## src/rtl/bp_me_nonsynth_tr_dispatch.sv

```systemverilog
// bp_me_nonsynth_tr_dispatch: serializes trace packets into single-outstanding cache requests and checks load responses
module bp_me_nonsynth_tr_dispatch #(
  parameter int paddr_width_p = 40,
  parameter int data_width_p = 64,
  parameter int timeout_p = 1024,
  localparam int tr_pkt_width_lp = 4 + paddr_width_p + 1 + data_width_p
) (
  input  logic                       clk_i,
  input  logic                       reset_i,
  input  logic [tr_pkt_width_lp-1:0] tr_pkt_i,
  input  logic                       tr_v_i,
  output logic                       tr_ready_and_o,
  input  logic                       tr_done_i,
  output logic [3:0]                 req_cmd_o,
  output logic [paddr_width_p-1:0]   req_paddr_o,
  output logic                       req_uncached_o,
  output logic [data_width_p-1:0]    req_data_o,
  output logic                       req_v_o,
  input  logic                       req_ready_and_i,
  input  logic [data_width_p-1:0]    resp_data_i,
  input  logic                       resp_v_i,
  output logic                       done_o,
  output logic                       error_o,
  output logic                       timeout_o,
  output logic [31:0]                issued_cnt_o,
  output logic [31:0]                mismatch_cnt_o
);
  typedef enum logic [2:0] {e_idle, e_send, e_wait, e_done, e_timeout} state_e;
  state_e state_r, state_n;
  logic [tr_pkt_width_lp-1:0] pkt_r;
  logic [31:0] tcnt_r, issued_r, mis_r;
  logic error_r, accept, hs, resp_ok, unexp, bad_ld, expired;
  always_comb begin
    accept = state_r == e_idle && tr_v_i;
    hs = state_r == e_send && req_ready_and_i;
    resp_ok = state_r == e_wait && resp_v_i;
    unexp = resp_v_i && state_r != e_wait;
    bad_ld = resp_ok && !req_cmd_o[3] && resp_data_i != req_data_o;
    expired = ((state_r == e_send && !req_ready_and_i) || (state_r == e_wait && !resp_v_i))
              && tcnt_r >= 32'(timeout_p - 1);
    state_n = accept ? e_send
            : (state_r == e_idle && tr_done_i) ? e_done
            : expired ? e_timeout
            : hs ? e_wait
            : resp_ok ? e_idle
            : state_r;
  end
  always_ff @(posedge clk_i) begin
    if (reset_i) begin
      state_r <= e_idle;
      pkt_r <= '0;
      tcnt_r <= '0;
      issued_r <= '0;
      mis_r <= '0;
      error_r <= 1'b0;
    end else begin
      state_r <= state_n;
      if (accept) pkt_r <= tr_pkt_i;
      tcnt_r <= accept ? '0 : (state_r == e_send || state_r == e_wait) ? tcnt_r + 32'd1 : tcnt_r;
      issued_r <= issued_r + 32'(hs && issued_r != '1);
      mis_r <= mis_r + 32'((bad_ld || unexp) && mis_r != '1);
      error_r <= error_r || bad_ld || unexp || expired;
    end
  end
  assign {req_cmd_o, req_paddr_o, req_uncached_o, req_data_o} = pkt_r;
  assign tr_ready_and_o = state_r == e_idle;
  assign req_v_o = state_r == e_send;
  assign done_o = state_r == e_done;
  assign timeout_o = state_r == e_timeout;
  assign error_o = error_r;
  assign issued_cnt_o = issued_r;
  assign mismatch_cnt_o = mis_r;
endmodule

```

## config.mk

```make
export PLATFORM = sky130hd
export DESIGN_NAME = bp_me_nonsynth_tr_dispatch
export DESIGN_NICKNAME = d
export VERILOG_FILES = /design/src/rtl/bp_me_nonsynth_tr_dispatch.sv
export SDC_FILE = /design/constraint.sdc
export NUM_CORES = 1
export LEC_CHECK = 0
export CORE_UTILIZATION = 47
export DETAILED_ROUTE_END_ITERATION = 12
export MAX_ROUTING_LAYER = met4
export PLACE_DENSITY = 0.87
export SLEW_MARGIN = 20
export SYNTH_ARGS = -nofsm -noshare
export SYNTH_HDL_FRONTEND = slang
export SYNTH_SLANG_ARGS = --single-unit
```

## constraint.sdc

```tcl
create_clock -name clk_i -period 7.7 [get_ports clk_i]
set_input_delay 1.155 -clock clk_i [delete_from_list [all_inputs] [get_ports clk_i]]
set_output_delay 1.155 -clock clk_i [all_outputs]
set_load 0.005 [all_outputs]
```

* Word level (Yosys, flattened, before mapping) *
Cells that the tools add are included.

cells by class
  add/sub/neg operators = 3
  order comparisons = 1
  equal/unequal tests = 8
  multiplexer cells = 5
  reduce and logical (&&, ||, !) cells = 27

operators with widths
  operator                                                                 count
  32-bit by 1-bit adder with 32-bit output                                 2
  32-bit != test, second input constant                                    2
  64-bit != test                                                           1
  32-bit by 1-bit adder with 32-bit output, second input constant          1
  32-bit by 10-bit >= comparator with 1-bit output, second input constant  1
  1-bit logical AND                                                        12
  3-bit two-way mux                                                        3
  3-bit by 2-bit == test with 1-bit output, second input constant          2
  1-bit logical OR                                                         6
  5-bit nonzero test                                                       1
  4-bit nonzero test                                                       1
  3-bit by 1-bit == test with 1-bit output, second input constant          1
  3-bit == test, second input constant                                     1
  1-bit logical NOT                                                        3
  3-bit logical NOT                                                        1
  3-bit by 2-bit != test with 1-bit output, second input constant          1
  3-bit nonzero test                                                       1
  3-bit OR reduction                                                       1
  2-bit two-way mux                                                        1
  2-bit OR reduction                                                       1
  1-bit two-way mux                                                        1

storage, ports and cells
  register bits = 209
  input port bits = 179
  output and inout bits = 178
  word-level logic and storage cells = 52

* Logic depth before layout (Yosys ltp) *
Gate-level depths: netlist of the first run.

  word-level depth = 7
  mapped depth = 15
  depth with buffers taken out = 14

* Worst setup path before layout of the first run *
No wires, ideal clock.

  kind = input port to flip-flop
  from = in resp_data_i[5]
  to = reg mis_r[30], in the netlist mismatch_cnt_o[30]
  library setup time = 0.128 ns
  arrival time = 3.136 ns
  setup slack = 4.436 ns
  stages on the path = 14
  cells stage by stage = xnor2_1 -> nand4_1 -> a2111oi_0 -> nand3_1 -> o211ai_1 -> a41oi_1 -> ha_1 -> ha_1 -> nand3_1 -> nor2_1 -> nand3_1 -> nor3_1 -> xnor2_1 -> nor2_1

between the ends
  word-level cells in the longest chain between the ends = 5

RTL lines
  item                                      line  RTL
  start: declaration                        20    input logic [data_width_p-1:0] resp_data_i,
  64-bit != test                            38    bad_ld = resp_ok && !req_cmd_o[3] && resp_data_i != req_data_o;
  1-bit logical AND                         38
  1-bit logical OR                          61    mis_r <= mis_r + 32'((bad_ld || unexp) && mis_r != '1);
  1-bit logical AND                         61
  32-bit by 1-bit adder with 32-bit output  61
  end signal: assignment                    61
  end: declaration                          31    logic [31:0] tcnt_r, issued_r, mis_r;

No other way between the ends.
A chain may end at the register's enable or synchronous reset.

* Final worst setup path of the first run *
  from = in resp_data_i[8]
  to = reg mis_r[20], in the netlist mismatch_cnt_o[20]

The elaborated chain is that of the path after synthesis.

==> flow_summary.yaml, run 1 <==
power:
  cellLeakagePower_nw: 4.66
  seqPwrFrac_pct: 44.2
  powerDensity_nw_per_um2: 202
  power_frac_clock_pct: 39.6
  ir_worst_vdd_v: 0.000180
  comb_power_share_pct: 16.2
  swShare_pct: 25.0
  switchingPower_mw: 0.671
  intPower_mw: 2.01
sta:
  slew_headroom_pct: 46.3
  setup_violations: 0
  finalMaxSlewViolations: 0
  clock.fmax_mhz: 259
  finalCritPeriodShare_pct: 50.1
  tns_ns: 0
  period_needed_ns: 3.86
  worstMarginPinSlew_ns: 0.806
  fin_skew_ns: 0.00742
  rsz0062_at_grt: "no"
  setup_ws_ns: 3.84
  hold_viol_final: 0
setup_path:
  worst_ep_required_time_ns: 8.05
  path_cells: "clkdlybuf4s50_1 -> xnor2_1 -> nand4_1 -> nor4_1 -> nand3_1 -> o211ai_1 -> a41oi_1 -> ha_1 -> ha_1 -> nand3_1 -> nor3_2 -> and4_1 -> xnor2_1 -> nor2_1"
  crit_buf_inv: 1
  critPathLaunchType: "input pin"
  worstPathArrival_ns: 4.21
  cpPeakStageDelay_ns: 0.42
  cpLargestDelayFamily: "simple AND/OR/NAND/NOR gates"
  crit_slowest_cell: "clkdlybuf4s50_1"
  criticalPathCategory: "in2reg"
  crit_fanout: 6
  endpoint_kind: "register"
job:
  maxCapViolations: 0
clocking:
  cts_resized: 0
  clkLatencyLatePin_ns: 0.49
  clockBufferDepth: 3
  cts_setup_buffers: 0
  cts_hold_buffers: 0
  cts-htree-levels: 1
  cts_made_buffers: 23
  cts-root-buf: "clkbuf_16"
  clk_pin_slew_ns: 0.06
  tritoncts: "built"
  clock_sinks: 209
synth:
  avgSynthCellArea_um2: 8.24
  post-synth-top-area-cell: "dfxtp_1"
  ys_seq_elements: 209
  synth_most_common_cell: "nand2_1"
  synth.area.top_cells: "dfxtp_1 47%, nand2_1 11%, xnor2_1 8.6%, a21oi_1 7.3%, xor2_1 5.1%"
  yosys-top-cells-count: "259 x nand2_1, 209 x dfxtp_1, 129 x a21oi_1"
  ys_warn_count: 0
  yosys.cell_types.count: 38
  synth-edff-count: 0
  synth_top_area_share_pct: 47.0
  syn_nets: 1264
  synth_flop_cell: "dfxtp_1"
  postSynthCellCount: 1080
  synthesis.area_um2: 8900
  synth-seq-area-share_pct: 47.0
  synthArstFlopShare_pct: 0
die:
  start_util_pct: 48.7
  dieArea_um2: 19500
  die_w_um: 140
  die_h_um: 140
  core_um2: 18300
  num_io_pins: 357
  row_count: 49
global_routing:
  grt_max_degree: 103
  antenna_found_initial: 2
  grt_pass1_vias: 8559
  grt_pass1_wl_um: 44200
  grt_usage_pct: 29.4
  overflow: 0
detailed_routing:
  ant_nets: 0
  drt_iter0_markers: 518
  firstDrtPassIters: 7
  routed_via_density: 5.32
  drc: 0
  routedWlPerCell_um: 17.3
  vias: 8805
  wl_um: 28600
final_layout:
  layout.nets: 1594
  fin_util_pct: 72.7
  stdcell_count: 1655
  drive_above_1_share_pct: 3.79
  layout-area-overhead-vs-synth_pct: 49.3
place:
  hpwl_um: 20900
  routabilityCongestion: 0.919
  dp.cells: 1614
  dp_slack_ns: 3.23
  io_buffers: 356
min_path:
  worstHoldPathType: "reg2reg"
outcome:
  outcome: "complete, no violations"
registers in the layout, summed over array words and instances (netlist names):
| name | cells |
|---|---|
| tcnt_r | 32 |
| error_o | 1 |
| state_r | 3 |
| mismatch_cnt_o | 32 |
| pkt_r | 109 |
| issued_cnt_o | 32 |
through the flow:
stage	hold slack, ns	power, mW	cell area, um2
floorplan	0.453	1.38	8900
global placement	0.441	1.63	12600
detailed placement	0.449	1.64	12600
CTS	0.455	2.71	13300
global route	0.470	2.79	13300
finish	0.453	2.68	13300
power by group through the flow:
stage	logic, mW	registers, mW	clock network, mW
after detailed placement	0.432	1.21	0
after CTS	0.436	1.19	1.08
after global placement	0.427	1.21	0
after floorplan	0.181	1.20	0
after global routing	0.471	1.19	1.13
final	0.434	1.19	1.06
routing by layer:
layer / global-route usage (%) / vias to the layer above / wire (um)
met3: 6.88 / 65 / 2100
met2: 50.7 / 338 / 14300
met5: - / - / 0
met4: 10.6 / 0 / 1080
met1: 33.3 / 4130 / 11100
li1: - / 4272 / -
placed cells by master, fill, tap and decap left out, types with 9 or more instances in the layout:
| master | count |
|---|---|
| a21oi_1 | 129 |
| and3_1 | 22 |
| and4_1 | 11 |
| clkbuf_16 | 23 |
| clkdlybuf4s50_1 | 355 |
| dfxtp_1 | 209 |
| nand2_1 | 258 |
| nand3_1 | 40 |
| nand4_1 | 31 |
| nor2_1 | 86 |
| nor3_1 | 9 |
| nor4_1 | 9 |
| o21ai_0 | 18 |
| or3_1 | 16 |
| xnor2_1 | 87 |
| xor2_1 | 52 |
cell families (layout without fill, tap and decap cells):
kind of cell               after synthesis  in the layout  share of synthesized area [%]
AOI/OAI and AO/OA                      155            155                           8.95
xor gates and xnor gates               140            140                           13.9
other                                    0              2                              0
adders and majority gates                5              5                          0.703
DFF                                    209            209                           47.0
buffers and inverters                   62            406                           2.94
and+or+nand+nor                        509            509                           26.5
final cells by class:
| cell class | count | area [um2] |
|---|---|---|
| sequential | 209 | 4180 |
| clock buffer | 35 | 681 |
| inverter | 7 | 26.3 |
| tap | 229 | 287 |
| timing repair buffer | 360 | 3590 |
| clock inverter | 4 | 45.0 |
| antenna | 2 | 5.00 |
| fill | 1373 | 4980 |
| multi-input combinational | 809 | 4470 |
worst paths after layout:
| path | from | to | slack, ns | cells past startpoint |
|---|---|---|---|---|
| setup / recovery | resp_data_i[8] | mismatch_cnt_o[20] | 3.84 | 14 |
| hold / removal | pkt_r[69] | pkt_r[69] | 0.45 | 2 |
| hold reg to reg | pkt_r[69] | pkt_r[69] | 0.45 | 2 |
| setup reg to reg | state_r[2] | mismatch_cnt_o[29] | 4.56 | 13 |
worst reg2reg max path: stages, from the launching register on:
cell       delay, ns
dfxtp_1         0.57
nor2_1          0.14
nand2_1         0.12
a2111oi_0       0.11
nand3_1         0.13
o211ai_1        0.14
a41oi_1         0.21
ha_1            0.21
and4_1          0.26
nand4_2         0.22
nor2_1          0.24
nand3_1         0.21
or3_1           0.35
a21oi_1         0.15
(Power assumes the default switching activity.)
==> inputs of run 2 (changes only) <==
--- a/config.mk
+++ b/config.mk
@@ -5,10 +5,10 @@
 export SDC_FILE = /design/constraint.sdc
 export NUM_CORES = 1
 export LEC_CHECK = 0
-export CORE_UTILIZATION = 47
+export CORE_UTILIZATION = 39
 export DETAILED_ROUTE_END_ITERATION = 12
 export MAX_ROUTING_LAYER = met4
-export PLACE_DENSITY = 0.87
+export PLACE_DENSITY = 0.77
 export SLEW_MARGIN = 20
 export SYNTH_ARGS = -nofsm -noshare
 export SYNTH_HDL_FRONTEND = slang
==> constraint.sdc (replaced) <==
create_clock -name clk_i -period 3.5 [get_ports clk_i]
set_input_delay 0.525 -clock clk_i [delete_from_list [all_inputs] [get_ports clk_i]]
set_output_delay 0.525 -clock clk_i [all_outputs]
set_load 0.005 [all_outputs]
==> flow_summary.yaml, run 2 (synthesis gave the netlist of run 1 again) <==
setup_path:
  cpPeakStageDelay_ns: 0.46
  crit_end: "mismatch_cnt_o[22]"
  path_cells: "clkdlybuf4s50_1 -> xnor2_1 -> nand4_1 -> a2111oi_2 -> nand3_1 -> o211ai_1 -> a41oi_1 -> ha_1 -> ha_1 -> nand3_1 -> nor3_2 -> and4_1 -> xnor2_1 -> nor2_1"
  criticalPathCategory: "in2reg"
  worst_ep_required_time_ns: 3.87
  r2r_start: "pkt_r[5]"
  worstPathArrival_ns: 3.62
  timing.rr.end: "mismatch_cnt_o[22]"
  crit_slowest_cell: "a2111oi_2"
  reg2reg_depth: 13
  startpoint: "resp_data_i[5]"
  rrSetupSlack_ns: 0.34
  critPathLaunchType: "input pin"
  crit_fanout: 6
  endpoint_kind: "register"
outcome:
  outcome: "complete, no violations"
min_path:
  worstHoldPathType: "in2reg"
die:
  core_um2: 22100
  die_h_um: 153
  die_w_um: 153
  start_util_pct: 40.3
  dieArea_um2: 23400
  row_count: 54
  num_io_pins: 357
clocking:
  clock_sinks: 209
  tritoncts: "built"
  cts-root-buf: "clkbuf_16"
  clkLatencyLatePin_ns: 0.51
  clockBufferDepth: 3
  cts-htree-levels: 1
  cts_made_buffers: 24
  clk_pin_slew_ns: 0.06
sta:
  holdWs_ns: 0.356
  tns_ns: 0
  hold_viol_final: 0
  slew_headroom_pct: 50.6
  clock.fmax_mhz: 307
  period_needed_ns: 3.25
  rsz0062_at_grt: "no"
  worstMarginPinSlew_ns: 0.740
  finalMaxSlewViolations: 0
  finalCritPeriodShare_pct: 93.0
  setup_violations: 0
  fin_skew_ns: 0.0197
place:
  hpwl_um: 21500
  routabilityCongestion: 0.866
  io_buffers: 356
detailed_routing:
  ant_nets: 0
  wl_um: 29600
  routedWlPerCell_um: 17.1
  routed_via_density: 4.99
  drt_iter0_markers: 518
  drc: 0
  firstDrtPassIters: 4
  vias: 8620
global_routing:
  grt_pass1_wl_um: 45900
  grt_pass1_vias: 8545
  overflow: 0
  grt_max_degree: 140
  grt_usage_pct: 25.7
  antenna_found_initial: 2
final_layout:
  layout-area-overhead-vs-synth_pct: 53.2
  layout.nets: 1611
  layout_common_cells: "355 x clkdlybuf4s50_1, 258 x nand2_1, 209 x dfxtp_1"
  layout_commonest_cell: "clkdlybuf4s50_1"
  nFillCells: 1877
  regMostFlops: "pkt_r"
  drive_above_1_share_pct: 5.47
  largest_reg_flops: 109
power:
  powerDensity_nw_per_um2: 461
  cellLeakagePower_nw: 4.81
  ir_worst_vdd_v: 0.000333
job:
  maxCapViolations: 0
## run 2: repair_timing
action | 4_1_cts | 5_1_grt
setup buffers | 0 | 0
hold buffers | 0 | 0
endpoints found under the setup margin | 18 | 14
gates resized for setup | 1 | 1
## run 2: per-layer routing
metal	share of wire (%)	track usage, %	vias up
met5	0	-	-
met4	4.6	11.4	0
met3	6.2	5.64	76
met2	49	43.7	271
met1	40	28.7	3981
li1	-	-	4292
## run 2: stage by stage
stage                     cell area (um2)  util (%)  cells  setup slack (ns)  total power, mW
after global placement              12800      57.8   1681            -0.617             3.64
after detailed placement            12800      57.8   1681            -0.633             3.65
final                               13600      61.7   1727             0.247             6.29
after CTS                           13600      61.7   1725            0.0131             6.35
after floorplan                      8900         -   1080             0.866             3.04
after global routing                13600      61.7   1727            0.0304             6.54
## run 2: cell type report
class                   count  area [um2]  area share, %
multi-input cells         809        4470           32.8
flip-flops and latches    209        4180           30.7
inverters                   7        26.3          0.193
clock buffers              35         733           5.38
diodes                      2        5.00         0.0367
well taps                 280         350           2.57
clock inverters             9         129          0.945
repair buffers            376        3740           27.4
## run 2: power by group
group / internal (mW) / leakage (nW) / switching, mW
clock: 1.67 / 0.421 / 1.01
sequential: 2.50 / 1.70 / 0.109
combinational: 0.548 / 2.69 / 0.442
total: 4.72 / 4.81 / 1.56
## run 2: how the worst min path moves through the flow
stage | slack (ns) | endpoint | cells past startpoint | start
floorplan | 0.45 | pkt_r[100] | 2 | pkt_r[100]
global placement | 0.44 | pkt_r[80] | 2 | pkt_r[80]
detailed placement | 0.45 | pkt_r[77] | 2 | pkt_r[77]
CTS | 0.34 | issued_cnt_o[25] | 2 | reset_i
global route | 0.36 | issued_cnt_o[18] | 2 | reset_i
finish | 0.36 | issued_cnt_o[25] | 2 | reset_i
## run 2: critical path: cells and delay by family
kind,cells,cell delay [ns]
fa+ha+maj,2,0.44
buf+inv,1,0.41
xor+xnor,2,0.57
compound gates,3,0.82
simple gates,6,0.85
==> inputs of run 3 (changes only) <==
--- a/config.mk
+++ b/config.mk
@@ -5,10 +5,13 @@
 export SDC_FILE = /design/constraint.sdc
 export NUM_CORES = 1
 export LEC_CHECK = 0
-export CORE_UTILIZATION = 39
+export CELL_PAD_IN_SITES_DETAIL_PLACEMENT = 1
+export CELL_PAD_IN_SITES_GLOBAL_PLACEMENT = 1
+export CORE_UTILIZATION = 28
 export DETAILED_ROUTE_END_ITERATION = 12
+export HOLD_SLACK_MARGIN = 0.05
 export MAX_ROUTING_LAYER = met4
-export PLACE_DENSITY = 0.77
+export PLACE_DENSITY = 0.78
 export SLEW_MARGIN = 20
 export SYNTH_ARGS = -nofsm -noshare
 export SYNTH_HDL_FRONTEND = slang
==> flow_summary.yaml, run 3 (synthesis gave the netlist of run 1 again) <==
detailed_routing:
  vias: 8768
  drt_iter0_markers: 322
  firstDrtPassIters: 4
  drc: 0
  routed_via_density: 4.74
  ant_nets: 0
  wl_um: 32900
  routedWlPerCell_um: 17.8
power:
  totalPowerFinal_mw: 6.33
  powerDensity_nw_per_um2: 458
  cellLeakagePower_nw: 4.85
  ir_worst_vdd_v: 0.000398
setup_path:
  endpoint_kind: "register"
  critPathLaunchType: "input pin"
  worstPathArrival_ns: 3.55
  crit_fanout: 3
  criticalPathCategory: "in2reg"
  worst_ep_required_time_ns: 3.87
clocking:
  cts-htree-levels: 1
  cts_setup_buffers: 0
  cts_made_buffers: 26
  clkLatencyLatePin_ns: 0.53
  clockBufferDepth: 3
  cts-root-buf: "clkbuf_16"
  clock_sinks: 209
  cts_hold_buffers: 0
  tritoncts: "built"
  clk_pin_slew_ns: 0.06
sta:
  holdWs_ns: 0.451
  slew_headroom_pct: 36.1
  setup_ws_ns: 0.317
  setup_violations: 0
  rsz0062_at_grt: "no"
  hold_viol_final: 0
  tns_ns: 0
  period_needed_ns: 3.18
  finalMaxSlewViolations: 0
  worstMarginPinSlew_ns: 0.959
  fin_skew_ns: 0.0136
  finalCritPeriodShare_pct: 90.9
  clock.fmax_mhz: 314
die:
  num_io_pins: 357
  start_util_pct: 28.8
  die_w_um: 180
  die_h_um: 180
  row_count: 64
  core_um2: 30900
  dieArea_um2: 32500
place:
  dp_slack_ns: -0.435
  io_buffers: 356
  hpwl_um: 24600
  routabilityCongestion: 0.815
job:
  maxCapViolations: 0
final_layout:
  ff_latch_area_um2: 4180
  layout_commonest_cell: "clkdlybuf4s50_1"
  layout-area-overhead-vs-synth_pct: 55.5
  layout_common_cells: "355 x clkdlybuf4s50_1, 258 x nand2_1, 209 x dfxtp_1"
  multi_input_area_um2: 4490
  drive_above_1_share_pct: 5.85
  layout.nets: 1617
  largest_reg_flops: 109
  regMostFlops: "pkt_r"
  nFillCells: 3605
  fin_util_pct: 44.8
global_routing:
  overflow: 0
  grt_pass1_wl_um: 51700
  grt_max_degree: 176
  grt_usage_pct: 20.7
  antenna_found_initial: 2
  grt_pass1_vias: 9259
outcome:
  outcome: "complete, no violations"
min_path:
  worstHoldPathType: "reg2reg"
## run 3: cell count changes in the layout (fill, tap and decap cells not counted), sizes merged
| cell | delta |
|---|---|
| clkbuf | +7 |
| clkinvlp | -2 |
| bufinv | -2 |
| clkinv | -1 |
| inv | +1 |
| diode | -1 |
| buf | +4 |
## run 3: what timing repair did
action	4_1_cts	5_1_grt
gates resized for setup	0	4
setup endpoints to repair	0	11
hold endpoints to repair	0	0
## run 3: path summary, 6_finish.rpt
check | start | to | slack [ns] | depth (start not counted)
max | resp_data_i[24] | mismatch_cnt_o[10] | 0.32 | 15
min | pkt_r[85] | pkt_r[85] | 0.45 | 2
max reg2reg | pkt_r[28] | mismatch_cnt_o[10] | 0.33 | 14
min reg2reg | pkt_r[85] | pkt_r[85] | 0.45 | 2
## run 3: area by class of cell
class | instances | area share [%]
Inverter | 7 | 0.190
Timing Repair Buffer | 380 | 27.2
Tap cell | 396 | 3.58
Sequential cell | 209 | 30.2
Clock inverter | 5 | 0.389
Clock buffer | 42 | 5.94
Antenna cell | 1 | 0.0181
Multi-Input combinational cell | 809 | 32.4
## run 3: critical path, cell delays in order
cell and delay, ns:
clkdlybuf4s50_1 0.41, xnor2_1 0.23, nand4_1 0.34, nor4_2 0.34, nand3_1 0.18, o211ai_1 0.33, a41oi_1 0.09, ha_1 0.23
ha_1 0.20, nand3_1 0.14, nor2_1 0.07, buf_4 0.15, nand3_1 0.09, xor2_1 0.16, nor2_1 0.06
## run 3: stage by stage
stage	std cells	instance area, um2
6_report	1849	13800
5_1_grt	1849	13800
4_1_cts	1848	13800
3_5_place_dp	1801	12900
3_3_place_gp	1801	12900
2_1_floorplan	1080	8900
## run 3: power by group
group	leakage [nW]	total, mW	internal [mW]	switching, mW
logic	2.71	1.01	0.553	0.456
clock network	0.435	2.72	1.67	1.05
registers	1.70	2.61	2.50	0.109
total	4.85	6.33	4.72	1.61
## run 3: metal layers
metal  part of all wire [%]  wire, um  track usage [%]  vias to the layer above
met4                    3.3      1080             7.42                        0
met3                    6.2      2030             5.23                       57
met1                     42     13800             23.6                     4152
met2                     49     16000             35.0                      246
met5                      0         0                -                        -
li1                       -         -                -                     4313
